### src/rtl/fetch_unit_if.sv
// rtl/fetch_unit_if.sv - controller/RAM side bundle of the instruction fetch unit
interface fetch_unit_if #(
  parameter int ADDR_W  = 8,
  parameter int INSTR_W = 16,
  parameter int OFF_W   = 8
);
  logic               fetch;
  logic               branch;
  logic               branch_abs;
  logic [ADDR_W-1:0]  target;
  logic [OFF_W-1:0]   offset;
  logic               halt;
  logic               msel;
  logic [ADDR_W-1:0]  data_addr;
  logic [INSTR_W-1:0] mem_rdata;
  logic [ADDR_W-1:0]  mem_addr;
  logic               mem_rd;
  logic [INSTR_W-1:0] ir;
  logic               ir_valid;
  logic [ADDR_W-1:0]  pc;
  logic               busy;
  logic               halted;

  // master is everything around the unit: controller FSM, datapath and RAM
  modport master (
    output fetch, branch, branch_abs, target, offset, halt, msel, data_addr, mem_rdata,
    input  mem_addr, mem_rd, ir, ir_valid, pc, busy, halted
  );

  modport slave (
    input  fetch, branch, branch_abs, target, offset, halt, msel, data_addr, mem_rdata,
    output mem_addr, mem_rd, ir, ir_valid, pc, busy, halted
  );
endinterface

### src/rtl/fetch_unit.sv
// rtl/fetch_unit.sv - PC, memory-address mux and instruction register with latency-configurable fetch
module fetch_unit #(
  parameter int                ADDR_W   = 8,
  parameter int                INSTR_W  = 16,
  parameter int                OFF_W    = 8,
  parameter int                MEM_LAT  = 1,
  parameter logic [ADDR_W-1:0] RESET_PC = '0
) (
  input logic        clk,
  input logic        reset,
  fetch_unit_if.slave bus
);

  typedef enum logic [1:0] {
    S_IDLE,
    S_REQ,
    S_WAIT,
    S_HALTED
  } state_t;

  localparam int               CNT_W    = 2;
  localparam logic [CNT_W-1:0] CNT_LOAD = CNT_W'(MEM_LAT - 1);

  state_t             state_q, state_d;
  logic [ADDR_W-1:0]  pc_q, pc_d;
  logic [CNT_W-1:0]   cnt_q, cnt_d;
  logic [INSTR_W-1:0] ir_q, ir_d;
  logic               ir_valid_q, ir_valid_d;
  logic [ADDR_W-1:0]  off_ext;

  assign off_ext = ADDR_W'($signed(bus.offset));

  always_ff @(posedge clk or negedge reset) begin
    if (!reset) begin
      state_q    <= S_IDLE;
      pc_q       <= RESET_PC;
      cnt_q      <= '0;
      ir_q       <= '0;
      ir_valid_q <= 1'b0;
    end else begin
      state_q    <= state_d;
      pc_q       <= pc_d;
      cnt_q      <= cnt_d;
      ir_q       <= ir_d;
      ir_valid_q <= ir_valid_d;
    end
  end

  always_comb begin
    state_d    = state_q;
    pc_d       = pc_q;
    cnt_d      = cnt_q;
    ir_d       = ir_q;
    ir_valid_d = 1'b0;
    unique case (state_q)
      S_IDLE: begin
        if (bus.halt) begin
          state_d = S_HALTED;
        end else begin
          // branch and fetch together: the fetch picks up the branched PC on the next cycle
          if (bus.branch) begin
            pc_d = bus.branch_abs ? bus.target : pc_q + off_ext;
          end
          if (bus.fetch) begin
            state_d = S_REQ;
          end
        end
      end
      S_REQ: begin
        state_d = S_WAIT;
        cnt_d   = CNT_LOAD;
      end
      S_WAIT: begin
        if (cnt_q == '0) begin
          ir_d       = bus.mem_rdata;
          pc_d       = pc_q + ADDR_W'(1);
          ir_valid_d = 1'b1;
          state_d    = S_IDLE;
        end else begin
          cnt_d = cnt_q - CNT_W'(1);
        end
      end
      S_HALTED: begin
        state_d = S_HALTED;
      end
      default: begin
        state_d = S_IDLE;
      end
    endcase
  end

  assign bus.pc       = pc_q;
  assign bus.ir       = ir_q;
  assign bus.ir_valid = ir_valid_q;
  assign bus.busy     = (state_q == S_REQ) || (state_q == S_WAIT);
  assign bus.halted   = (state_q == S_HALTED);
  assign bus.mem_rd   = (state_q == S_REQ);
  assign bus.mem_addr = ((state_q == S_IDLE) && bus.msel) ? bus.data_addr : pc_q;

endmodule

### src/flat_wrapper.sv
// flat-port wrapper written by rule: the top's interface ports become plain ports
module fetch_unit_flat 
#(
  parameter int                ADDR_W   = 8,
  parameter int                INSTR_W  = 16,
  parameter int                OFF_W    = 8,
  parameter int                MEM_LAT  = 1,
  parameter logic [ADDR_W-1:0] RESET_PC = '0
)
  (clk, reset, bus_fetch, bus_branch, bus_branch_abs, bus_target, bus_offset, bus_halt, bus_msel, bus_data_addr, bus_mem_rdata, bus_mem_addr, bus_mem_rd, bus_ir, bus_ir_valid, bus_pc, bus_busy, bus_halted);
  fetch_unit_if #(.ADDR_W(ADDR_W), .INSTR_W(INSTR_W), .OFF_W(OFF_W)) bus_i ();
  input logic clk;
  input logic reset;
  input wire logic [$bits(bus_i.fetch)-1:0] bus_fetch;
  input wire logic [$bits(bus_i.branch)-1:0] bus_branch;
  input wire logic [$bits(bus_i.branch_abs)-1:0] bus_branch_abs;
  input wire logic [$bits(bus_i.target)-1:0] bus_target;
  input wire logic [$bits(bus_i.offset)-1:0] bus_offset;
  input wire logic [$bits(bus_i.halt)-1:0] bus_halt;
  input wire logic [$bits(bus_i.msel)-1:0] bus_msel;
  input wire logic [$bits(bus_i.data_addr)-1:0] bus_data_addr;
  input wire logic [$bits(bus_i.mem_rdata)-1:0] bus_mem_rdata;
  output wire logic [$bits(bus_i.mem_addr)-1:0] bus_mem_addr;
  output wire logic [$bits(bus_i.mem_rd)-1:0] bus_mem_rd;
  output wire logic [$bits(bus_i.ir)-1:0] bus_ir;
  output wire logic [$bits(bus_i.ir_valid)-1:0] bus_ir_valid;
  output wire logic [$bits(bus_i.pc)-1:0] bus_pc;
  output wire logic [$bits(bus_i.busy)-1:0] bus_busy;
  output wire logic [$bits(bus_i.halted)-1:0] bus_halted;
  assign bus_i.fetch = bus_fetch;
  assign bus_i.branch = bus_branch;
  assign bus_i.branch_abs = bus_branch_abs;
  assign bus_i.target = bus_target;
  assign bus_i.offset = bus_offset;
  assign bus_i.halt = bus_halt;
  assign bus_i.msel = bus_msel;
  assign bus_i.data_addr = bus_data_addr;
  assign bus_i.mem_rdata = bus_mem_rdata;
  assign bus_mem_addr = bus_i.mem_addr;
  assign bus_mem_rd = bus_i.mem_rd;
  assign bus_ir = bus_i.ir;
  assign bus_ir_valid = bus_i.ir_valid;
  assign bus_pc = bus_i.pc;
  assign bus_busy = bus_i.busy;
  assign bus_halted = bus_i.halted;
  fetch_unit #(.ADDR_W(ADDR_W), .INSTR_W(INSTR_W), .OFF_W(OFF_W), .MEM_LAT(MEM_LAT), .RESET_PC(RESET_PC)) u_core (.clk(clk), .reset(reset), .bus(bus_i));
endmodule
### config.mk
export PLATFORM = sky130hd
export DESIGN_NAME = fetch_unit_flat
export DESIGN_NICKNAME = d
export VERILOG_FILES = /design/src/rtl/fetch_unit_if.sv /design/src/rtl/fetch_unit.sv /design/src/flat_wrapper.sv
export SDC_FILE = /design/constraint.sdc
export NUM_CORES = 1
export LEC_CHECK = 0
export ABC_AREA = 1
export BUFFER_PORTS_ARGS = -buffer_cell sky130_fd_sc_hd__buf_4
export CORE_MARGIN = 2
export CORE_UTILIZATION = 51
export DETAILED_ROUTE_END_ITERATION = 8
export GPL_TIMING_DRIVEN = 1
export PLACE_DENSITY = 0.83
export SETUP_SLACK_MARGIN = 0.1
export SYNTH_ARGS = -nofsm -noshare
export SYNTH_HDL_FRONTEND = slang
export SYNTH_SLANG_ARGS = --single-unit
### constraint.sdc
create_clock -name clk -period 3 [get_ports clk]
set_input_delay 0.6 -clock clk [delete_from_list [all_inputs] [get_ports clk]]
set_output_delay 0.6 -clock clk [all_outputs]
set_load 0.01 [all_outputs]
; After elaboration in Yosys (flattened, before gate mapping)
; Index checks and enable logic that the tools add are counted.
[word_totals]
register_bits = 29
inputBits = 47
[op_classes]
add_sub_neg = 3
eq_ne = 8
n_mux = 14
n_reduce_logical = 10
[ops]
columns = operator, count
row1 = $mux 8, 5
row2 = $pmux 8 s2, 1
row3 = $add 8x1->8 const B, 1
row4 = $add 8x8->8, 1
row5 = $mux 2, 4
row6 = $pmux 2 s4, 1
row7 = $ne 2x2->1 const B, 3
row8 = $reduce_and 2->1, 3
row9 = $eq 2x2->1 const B, 2
row10 = $logic_not 2->1, 2
row11 = $pmux 2 s2, 1
row12 = $reduce_and 4->1, 1
row13 = $reduce_bool 2->1, 2
row14 = $ne 3x3->1 const B, 1
row15 = $eq 2x1->1 const B, 1
row16 = $mux 1, 2
row17 = $ne 2x1->1 const B, 1
row18 = $sub 2x1->2 const B, 1
row19 = $logic_and 1x1->1, 1
row20 = $logic_or 1x1->1, 1

; Longest topological paths before layout
; Gate-level depths: netlist of the first run.
[depth]
word_depth = 5
mapped_depth = 11

; Least setup slack after synthesis of the first run
; Ideal clock, no wire load.
[synth_timing]
path_kind = register to output
startpoint = reg u_core.state_q[0]
endpoint = out bus_mem_addr[5]
t_arrival_ps = 1387
t_required_ps = 2400
slack_ps = 1013
path_stages_with_launch = 7
cell_sequence = dfrtp_1 inv_1 ha_1 nand2_1 clkbuf_1 nor2_1 a21oi_1
[synth_between]
elab_chain_len = 3
[synth_rtl]
columns = item, line
row1 = from (decl), fetch_unit.sv:24  ; state_t state_q, state_d;
row2 = from (signal assigned), fetch_unit.sv:41  ; state_q <= state_d;
row3 = $logic_not 2->1, fetch_unit.sv:98  ; assign bus.mem_addr = ((state_q == S_IDLE) && bus.msel) ? bus.data_addr : pc_q;
row4 = $logic_and 1x1->1, fetch_unit.sv:98
row5 = $mux 8, fetch_unit.sv:98
row6 = to (decl), flat_wrapper.sv:23  ; output wire logic [$bits(bus_i.mem_addr)-1:0] bus_mem_addr;
; Every way passes these cells.

; Worst setup path after layout of the first run
[layout_timing]
startpoint = reg u_core.state_q[0]
endpoint = out bus_mem_addr[0]
; Same word-level chain as after synthesis.

==> out/results.tsv, run 1 <==
metric	value	unit
final slew viol count	0	
Final setup viols	0	
largest family of logic cells by synthesized area	simple AND/OR/NAND/NOR gates	
synthesized area per cell	6.96	µm²
First DRT Iteration DRCs	117	
Routed Wire Length	4710	µm
FF+latch count, synth	29	
port bufs	82	
total of max-cap violations	0	
fin crit share	80.3	%
layout cell share with drive strength beyond 1	27.1	%
post-synthesis mux area share	0	%
cts hold-fix bufs	0	
Routed WL per cell	11.6	µm
Multi-input gate area	0.00102	mm²
Critical Path AT	1.81	ns
core footprint	0.00363	mm²
initial antenna violation count	0	
CP endpoint kind	output port	
setup TNS	0	ns
worst reg2reg path startpoint	u_core.state_q[0]	
mapped cell area	0.00190	mm²
CTS Buf Count	5	
global-route wire length before repair	8200	µm
Die Y	65.0	µm
Post-DRT Antenna Nets	0	
largest net degree at the start of global routing	30	
crit path max fanout	16	
Layout area overhead	39.0	%
Nets	419	
All-Layer GR Usage	25.1	%
iteration count of the initial detailed-routing pass	4	
VDD IR max	0.000591	V
n_diodes	0	
YS warnings	0	
worst-path cell chain	inv_1 -> ha_1 -> nand2_1 -> nor2_1 -> a21oi_1 -> buf_4	
Placer Congestion	0.885	
Tightest Hold Check Type	input pin to asynchronous set/reset pin	
Final Cell Area	0.00264	mm²
post-route setup slack	0.592	ns
crit path buf inv count	2	
Reg clk slew, reported paths	0.06	ns
cell family with most CP delay	simple AND/OR/NAND/NOR gates	
DR vias/cell	5.03	
clk_lat worst skew	0.28	ns
CP Launch Type	flip-flop	
CP peak stage delay	0.40	ns
clock period minus worst slack	2.41	ns
Die X	65.0	µm
adder-cell share of the synthesized area	9.61	%
unique cell type count in the Yosys netlist	26	
post_cts resized	0	
via count	2042	
total power draw	2.71	mW
WS Path Type	flip-flop to output port	
Reg2Reg Depth	9	
PD cells	1030	mW/mm²
Syn Nets	334	
Synth Area in Compound Gates	11.2	%
clk sinks	29	
DP Cell Count	399	
XOR/XNOR Fraction of Synth Area	1.84	%
leakage	1.48	nW
DRC Markers	0	
Slew Limit Headroom	61.0	%
H-tree Lvls	2	
Sequential cell area	726	µm²
Detail Placement HPWL	3700	µm
FF-to-FF End	u_core.bus.pc[4]	
pre-CTS setup slack	0.848	ns
Max Root-Sink Buffers	2	
Post-Layout Cell Count	406	
Ports	83	
Overflow after GRT	0	
endpoints failing hold	0	
setup bufs post-CTS	0	
RSZ-0062 raised after global routing	no	
sequential-to-total area share from yosys stat	38.2	%
DP Area	0.00256	mm²
CP max-delay cell	dfrtp_1	
TritonCTS clock tree	built	
Initial Utilization	52.3	%
Slew @ Worst Pin	0.585	ns
Die Footprint	0.00423	mm²
clock root cell	clkbuf_8	
fmax	415	MHz
post-synthesis simple-gate area fraction	30.8	%
status	finished, final reports clean	
Worst Skew	0.00288	ns
Post-Syn Instances	273	
slack of the worst reg-to-reg path	0.92	ns
Core Rows	22	
filler cell count in the final layout	316	
CP Data Required Time	2.40	ns
vias in the first global route	1930	
==> final cells by class <==
type / instances / share of cell area, %
multi-input combinational: 204 / 38.4
sequential: 29 / 27.5
timing repair buffer: 83 / 23.6
inverter: 35 / 4.97
clock buffer: 7 / 3.27
tap: 48 / 2.27
==> registers in the layout (all words and copies together), names as in the netlist <==
register,cells
u_core.bus.ir,16
u_core.bus.pc,8
u_core.bus.ir_valid,1
u_core.cnt_q,2
u_core.state_q,2
==> routing by layer <==
metal | part of all wire (%) | global-route usage (%) | routed length (µm) | vias up
met3 | 8.8 | 7.12 | 416 | 4
met1 | 42 | 30.7 | 1990 | 928
met2 | 48 | 43.7 | 2270 | 83
li1 | - | - | - | 1027
met4 | 0.76 | 6.25 | 36 | 0
met5 | 0 | 0 | 0 | -
==> power by group <==
part	leakage, nW	switching (mW)	internal (mW)	total [mW]
Combinational	1.09	0.909	0.733	1.64
Sequential	0.352	0.174	0.577	0.750
Clock	0.0443	0.136	0.181	0.317
==> Yosys cell counts, drive strengths merged <==
| master | count | share of area, % |
|---|---|---|
| o22ai | 2 | 0.66 |
| a22oi | 1 | 0.40 |
| nand4 | 1 | 0.33 |
| xnor2 | 3 | 1.4 |
| o32ai | 1 | 0.46 |
| nand2 | 87 | 17 |
| nand3 | 15 | 4.2 |
| clkbuf | 3 | 0.59 |
| nor2 | 42 | 8.7 |
| a21oi | 20 | 5.3 |
| inv | 33 | 6.5 |
| buf | 2 | 0.86 |
| o21ai | 16 | 4.4 |
| dfrtp | 29 | 38 |
| xor2 | 1 | 0.46 |
| clkinv | 2 | 0.40 |
| fa | 1 | 1.1 |
| ha | 13 | 8.6 |
| nor3 | 1 | 0.26 |
==> through the flow <==
stage | utilization (%) | hold slack (ns)
floorplan | - | 0.304
global placement | 70.4 | 0.466
detailed placement | 70.4 | 0.471
CTS | 72.7 | 0.244
global route | 72.7 | 0.255
finish | 72.7 | 0.237
==> worst max-delay path by stage <==
stage	startpoint	endpoint	slack (ns)	depth (start not counted)
after floorplan	u_core.state_q[0]	bus_mem_addr[5]	1.01	6
after global placement	u_core.state_q[0]	bus_mem_addr[7]	0.91	6
after detailed placement	u_core.state_q[0]	bus_mem_addr[0]	0.85	6
after CTS	u_core.state_q[0]	bus_mem_addr[0]	0.55	6
after global routing	u_core.state_q[0]	bus_mem_addr[0]	0.39	6
final	u_core.state_q[0]	bus_mem_addr[0]	0.59	6
==> cell families (layout without fill, tap and decap cells) <==
family / count (synthesis) / after routing
adders and majority gates: 14 / 14
and+or+nand+nor: 146 / 146
buffers and inverters: 40 / 125
xor gates and xnor gates: 4 / 4
AOI/OAI and AO/OA: 40 / 40
DFF: 29 / 29
==> cells in the final DEF (no fill, tap or decap), types with 2 or more instances in the layout <==
master    instances
o22ai_1           2
nand2_1          86
nand3_1          14
clkinv_1          2
buf_4            83
a21oi_1          20
ha_1             13
inv_1            29
xnor2_1           3
inv_2             4
clkbuf_8          6
dfrtp_1          29
nor2_1           41
o21ai_0          14
Note: power is estimated with default switching activity, not from simulation.
==> inputs of run 2 (changes only) <==
--- a/config.mk
+++ b/config.mk
@@ -8,10 +8,10 @@
 export ABC_AREA = 1
 export BUFFER_PORTS_ARGS = -buffer_cell sky130_fd_sc_hd__buf_4
 export CORE_MARGIN = 2
-export CORE_UTILIZATION = 51
+export CORE_UTILIZATION = 48
 export DETAILED_ROUTE_END_ITERATION = 8
 export GPL_TIMING_DRIVEN = 1
-export PLACE_DENSITY = 0.83
+export PLACE_DENSITY = 0.79
 export SETUP_SLACK_MARGIN = 0.1
 export SYNTH_ARGS = -nofsm -noshare
 export SYNTH_HDL_FRONTEND = slang
==> constraint.sdc (replaced) <==
create_clock -name clk -period 2.3 [get_ports clk]
set_input_delay 0.46 -clock clk [delete_from_list [all_inputs] [get_ports clk]]
set_output_delay 0.46 -clock clk [all_outputs]
set_load 0.01 [all_outputs]
==> out/results.tsv, run 2 (synthesis results as in run 1) <==
metric	value	unit
status	finished, final reports clean	
final slew viol count	0	
Routed Wire Length	4910	µm
DRC Markers	0	
DP Cell Count	400	
CP endpoint kind	output port	
Die Footprint	0.00448	mm²
RSZ-0062 raised after global routing	no	
crit path max fanout	16	
FF-to-FF End	u_core.cnt_q[1]	
setup TNS	0	ns
fin util	71.1	%
Max Root-Sink Buffers	2	
All-Layer GR Usage	24.1	%
Nets	420	
worst reg2reg path startpoint	u_core.state_q[0]	
Critical Path AT	1.53	ns
TritonCTS clock tree	built	
CP Data Required Time	1.84	ns
Ports	83	
port bufs	82	
Slew @ Worst Pin	0.487	ns
slack of the worst reg-to-reg path	0.39	ns
most frequent cells in the layout	85 x nand2_1, 84 x buf_4, 41 x nor2_1	
CTS Buf Count	5	
setup bufs post-CTS	0	
Slew Limit Headroom	67.4	%
most common cell after layout, fill and taps aside	nand2_1	
Reg clk slew, reported paths	0.06	ns
Initial Utilization	50.8	%
DR vias/cell	4.84	
Placer Congestion	0.826	
Worst Skew	0.00670	ns
max reg flops	16	
core footprint	0.00374	mm²
total of max-cap violations	0	
WS Path Type	flip-flop to output port	
First DRT Iteration DRCs	111	
via count	1971	
PD cells	1340	mW/mm²
Post-Layout Cell Count	407	
leakage	1.49	nW
Die Y	66.9	µm
H-tree Lvls	2	
final hold slack	0.0878	ns
Reg2Reg Depth	7	
largest net degree at the start of global routing	30	
clock period minus worst slack	1.99	ns
initial antenna violation count	0	
Routed WL per cell	12.1	µm
Overflow after GRT	0	
Core Rows	22	
cts hold-fix bufs	0	
fin crit share	86.7	%
global-route wire length before repair	8100	µm
layout cell share with drive strength beyond 1	27.9	%
Die X	66.9	µm
endpoints failing hold	0	
CP Launch Type	flip-flop	
post_cts resized	1	
clock root cell	clkbuf_8	
Final setup viols	0	
n_diodes	0	
Post-DRT Antenna Nets	0	
Detail Placement HPWL	3810	µm
clk_lat worst skew	0.28	ns
iteration count of the initial detailed-routing pass	4	
VDD IR max	0.000918	V
Tightest Hold Check Type	input pin to asynchronous set/reset pin	
Layout area overhead	40.0	%
clk sinks	29	
fmax	502	MHz
vias in the first global route	1832	
==> run 2: changes by cell type in the layout (fill, tap and decap cells not counted), sizes merged <==
| cell | previous run | this run |
|---|---|---|
| buf | 83 | 84 |
==> run 2: final cells by class <==
| type | count | area (µm²) |
|---|---|---|
| inverter | 35 | 131 |
| sequential | 29 | 726 |
| fill | 337 | 1080 |
| tap | 48 | 60.1 |
| clock buffer | 7 | 86.3 |
| multi-input combinational | 204 | 1030 |
| timing repair buffer | 84 | 631 |
==> run 2: worst max path at each step <==
| stage | from | to |
|---|---|---|
| 2_1_floorplan | u_core.state_q[0] | bus_mem_addr[5] |
| 3_3_place_gp | u_core.state_q[0] | bus_mem_addr[7] |
| 3_5_place_dp | u_core.state_q[0] | bus_mem_addr[3] |
| 4_1_cts | u_core.state_q[0] | bus_mem_addr[3] |
| 5_1_grt | u_core.state_q[0] | u_core.cnt_q[0] |
| 6_report | u_core.state_q[0] | bus_mem_addr[3] |
==> run 2: worst max-delay path, stage by stage (launching register included) <==
cell and delay [ns]:
dfrtp_1 0.40, inv_1 0.11, ha_2 0.26, nand2_4 0.13
a21oi_1 0.20, buf_4 0.14
==> run 2: where the power goes <==
| group | internal, mW | leakage [nW] | total, mW | switching, mW |
|---|---|---|---|---|
| Clock | 0.237 | 0.0443 | 0.423 | 0.187 |
| Sequential | 0.752 | 0.352 | 0.981 | 0.229 |
| Combinational | 0.971 | 1.10 | 2.17 | 1.20 |
==> run 2: per-layer routing <==
| metal | up-vias | GRT usage, % | routed length [µm] |
|---|---|---|---|
| li1 | 1028 | - | - |
| met1 | 872 | 31.0 | 2160 |
| met2 | 67 | 39.8 | 2290 |
| met3 | 4 | 6.25 | 414 |
| met4 | 0 | 7.14 | 43 |
| met5 | - | 0 | 0 |
==> run 2: through the flow <==
stage | worst slack [ns] | instance area (µm²) | total power [mW]
2_1_floorplan | 0.453 | 1900 | 2.28
3_3_place_gp | 0.405 | 2560 | 3.08
3_5_place_dp | 0.309 | 2560 | 3.14
4_1_cts | 0.153 | 2650 | 3.58
5_1_grt | 0.146 | 2660 | 3.93
6_report | 0.307 | 2660 | 3.57
==> inputs of run 3 (changes only) <==
--- a/config.mk
+++ b/config.mk
@@ -6,7 +6,9 @@
 export NUM_CORES = 1
 export LEC_CHECK = 0
 export ABC_AREA = 1
+export ABC_CLOCK_PERIOD_IN_PS = 2300
 export BUFFER_PORTS_ARGS = -buffer_cell sky130_fd_sc_hd__buf_4
+export CORE_ASPECT_RATIO = 1.1
 export CORE_MARGIN = 2
 export CORE_UTILIZATION = 48
 export DETAILED_ROUTE_END_ITERATION = 8
==> out/results.tsv, run 3 (synthesis results as in run 1) <==
metric	value	unit
status	finished, final reports clean	
TritonCTS clock tree	built	
via count	2033	
Reg clk slew, reported paths	0.07	ns
WS Path Type	flip-flop to output port	
clock root cell	clkbuf_8	
All-Layer GR Usage	23.8	%
setup bufs post-CTS	0	
CP Data Required Time	1.84	ns
most common cell after layout, fill and taps aside	nand2_1	
Overflow after GRT	0	
Detail Placement HPWL	3830	µm
crit path buf inv count	2	
max reg flops	16	
filler cell count in the final layout	311	
Final setup viols	0	
layout cell share with drive strength beyond 1	28.3	%
H-tree Lvls	2	
post-route setup slack	0.274	ns
RSZ-0062 raised after global routing	no	
clk_lat worst skew	0.30	ns
initial antenna violation count	0	
Nets	420	
core footprint	0.00371	mm²
DR vias/cell	4.96	
CP peak stage delay	0.41	ns
CP max-delay cell	dfrtp_1	
DP Area	0.00257	mm²
Max Root-Sink Buffers	2	
CP endpoint kind	output port	
cts hold-fix bufs	0	
Die Y	70.0	µm
DRC Markers	0	
iteration count of the initial detailed-routing pass	4	
VDD IR max	0.00101	V
port bufs	82	
worst-path cell chain	inv_1 -> ha_2 -> nand2_4 -> a21oi_1 -> buf_4	
total power draw	3.70	mW
Slew @ Worst Pin	0.464	ns
Core Rows	23	
global-route wire length before repair	8540	µm
First DRT Iteration DRCs	92	
Initial Utilization	51.2	%
vias in the first global route	2057	
setup TNS	0	ns
fmax	494	MHz
clk sinks	29	
Ports	83	
total of max-cap violations	0	
n_diodes	0	
Layout area overhead	41.6	%
DP Cell Count	402	
Worst Skew	0.00984	ns
CP Launch Type	flip-flop	
Die X	64.0	µm
Slew Limit Headroom	68.8	%
leakage	1.50	nW
Routed WL per cell	11.9	µm
fin util	72.5	%
cell family with most CP delay	flip-flops	
crit path max fanout	16	
PD cells	1370	mW/mm²
Post-Layout Cell Count	410	
Post-DRT Antenna Nets	0	
Tightest Hold Check Type	input pin to asynchronous set/reset pin	
Critical Path AT	1.57	ns
endpoints failing hold	0	
largest net degree at the start of global routing	30	
final slew viol count	0	
Placer Congestion	0.755	
Routed Wire Length	4890	µm
fin crit share	88.1	%
CTS Buf Count	5	
pre-CTS setup slack	0.287	ns
Die Footprint	0.00448	mm²
clock period minus worst slack	2.03	ns
Final Cell Area	0.00269	mm²
most frequent cells in the layout	85 x nand2_1, 84 x buf_4, 41 x nor2_1	
final hold slack	0.0726	ns
[run 3: worst register-to-register path: cells and delay by family, from the launching register on]
kind / cells / cell delay (ns)
AO/OA/AOI/OAI: 1 / 0.10
adder cells (fa/ha/maj): 1 / 0.23
buffers and inverters: 3 / 0.67
flip-flops: 1 / 0.38
AND/OR/NAND/NOR: 2 / 0.37
[run 3: power by group]
group | internal (mW) | total, mW | switching [mW]
clock network | 0.324 | 0.547 | 0.223
registers | 0.751 | 0.976 | 0.225
logic | 0.972 | 2.18 | 1.21
total | 2.05 | 3.70 | 1.65
[run 3: worst paths after layout]
check	to	slack [ns]	start	cells after the start
worst max-delay path	bus_mem_addr[2]	0.27	u_core.state_q[1]	5
min in group clk	u_core.bus.ir[14]	0.35	bus_mem_rdata[14]	3
worst min-delay path	u_core.cnt_q[0]	0.07	reset	1
worst max register to register	u_core.cnt_q[1]	0.44	u_core.state_q[0]	7
worst min register to register	u_core.bus.ir[13]	0.48	u_core.bus.ir[13]	2
max in group asynchronous	u_core.bus.pc[3]	1.95	reset	1
[run 3: metal layers]
layer  up-vias  wire length [µm]  global-route usage, %  share of wire (%)
li1       1032                 -                      -                  -
met3         3               372                   7.09                7.6
met1       928              2020                   28.3                 41
met2        70              2450                   41.0                 50
met5         -                 0                      0                  0
met4         0                40                   7.49               0.82
[run 3: final cells by class]
cell class,count,area (µm²),area share (%)
clock inverters,3,46.3,1.72
clock buffers,5,68.8,2.56
flip-flops and latches,29,726,27.0
inverters,35,131,4.88
well taps,50,62.6,2.32
multi-input cells,204,1030,38.1
repair buffers,84,631,23.4
[run 3: what timing repair did]
item	in CTS	in global routing
gates cloned	0	0
hold endpoints to repair	0	0
resized for setup	1	2
endpoints found under the setup margin	8	8
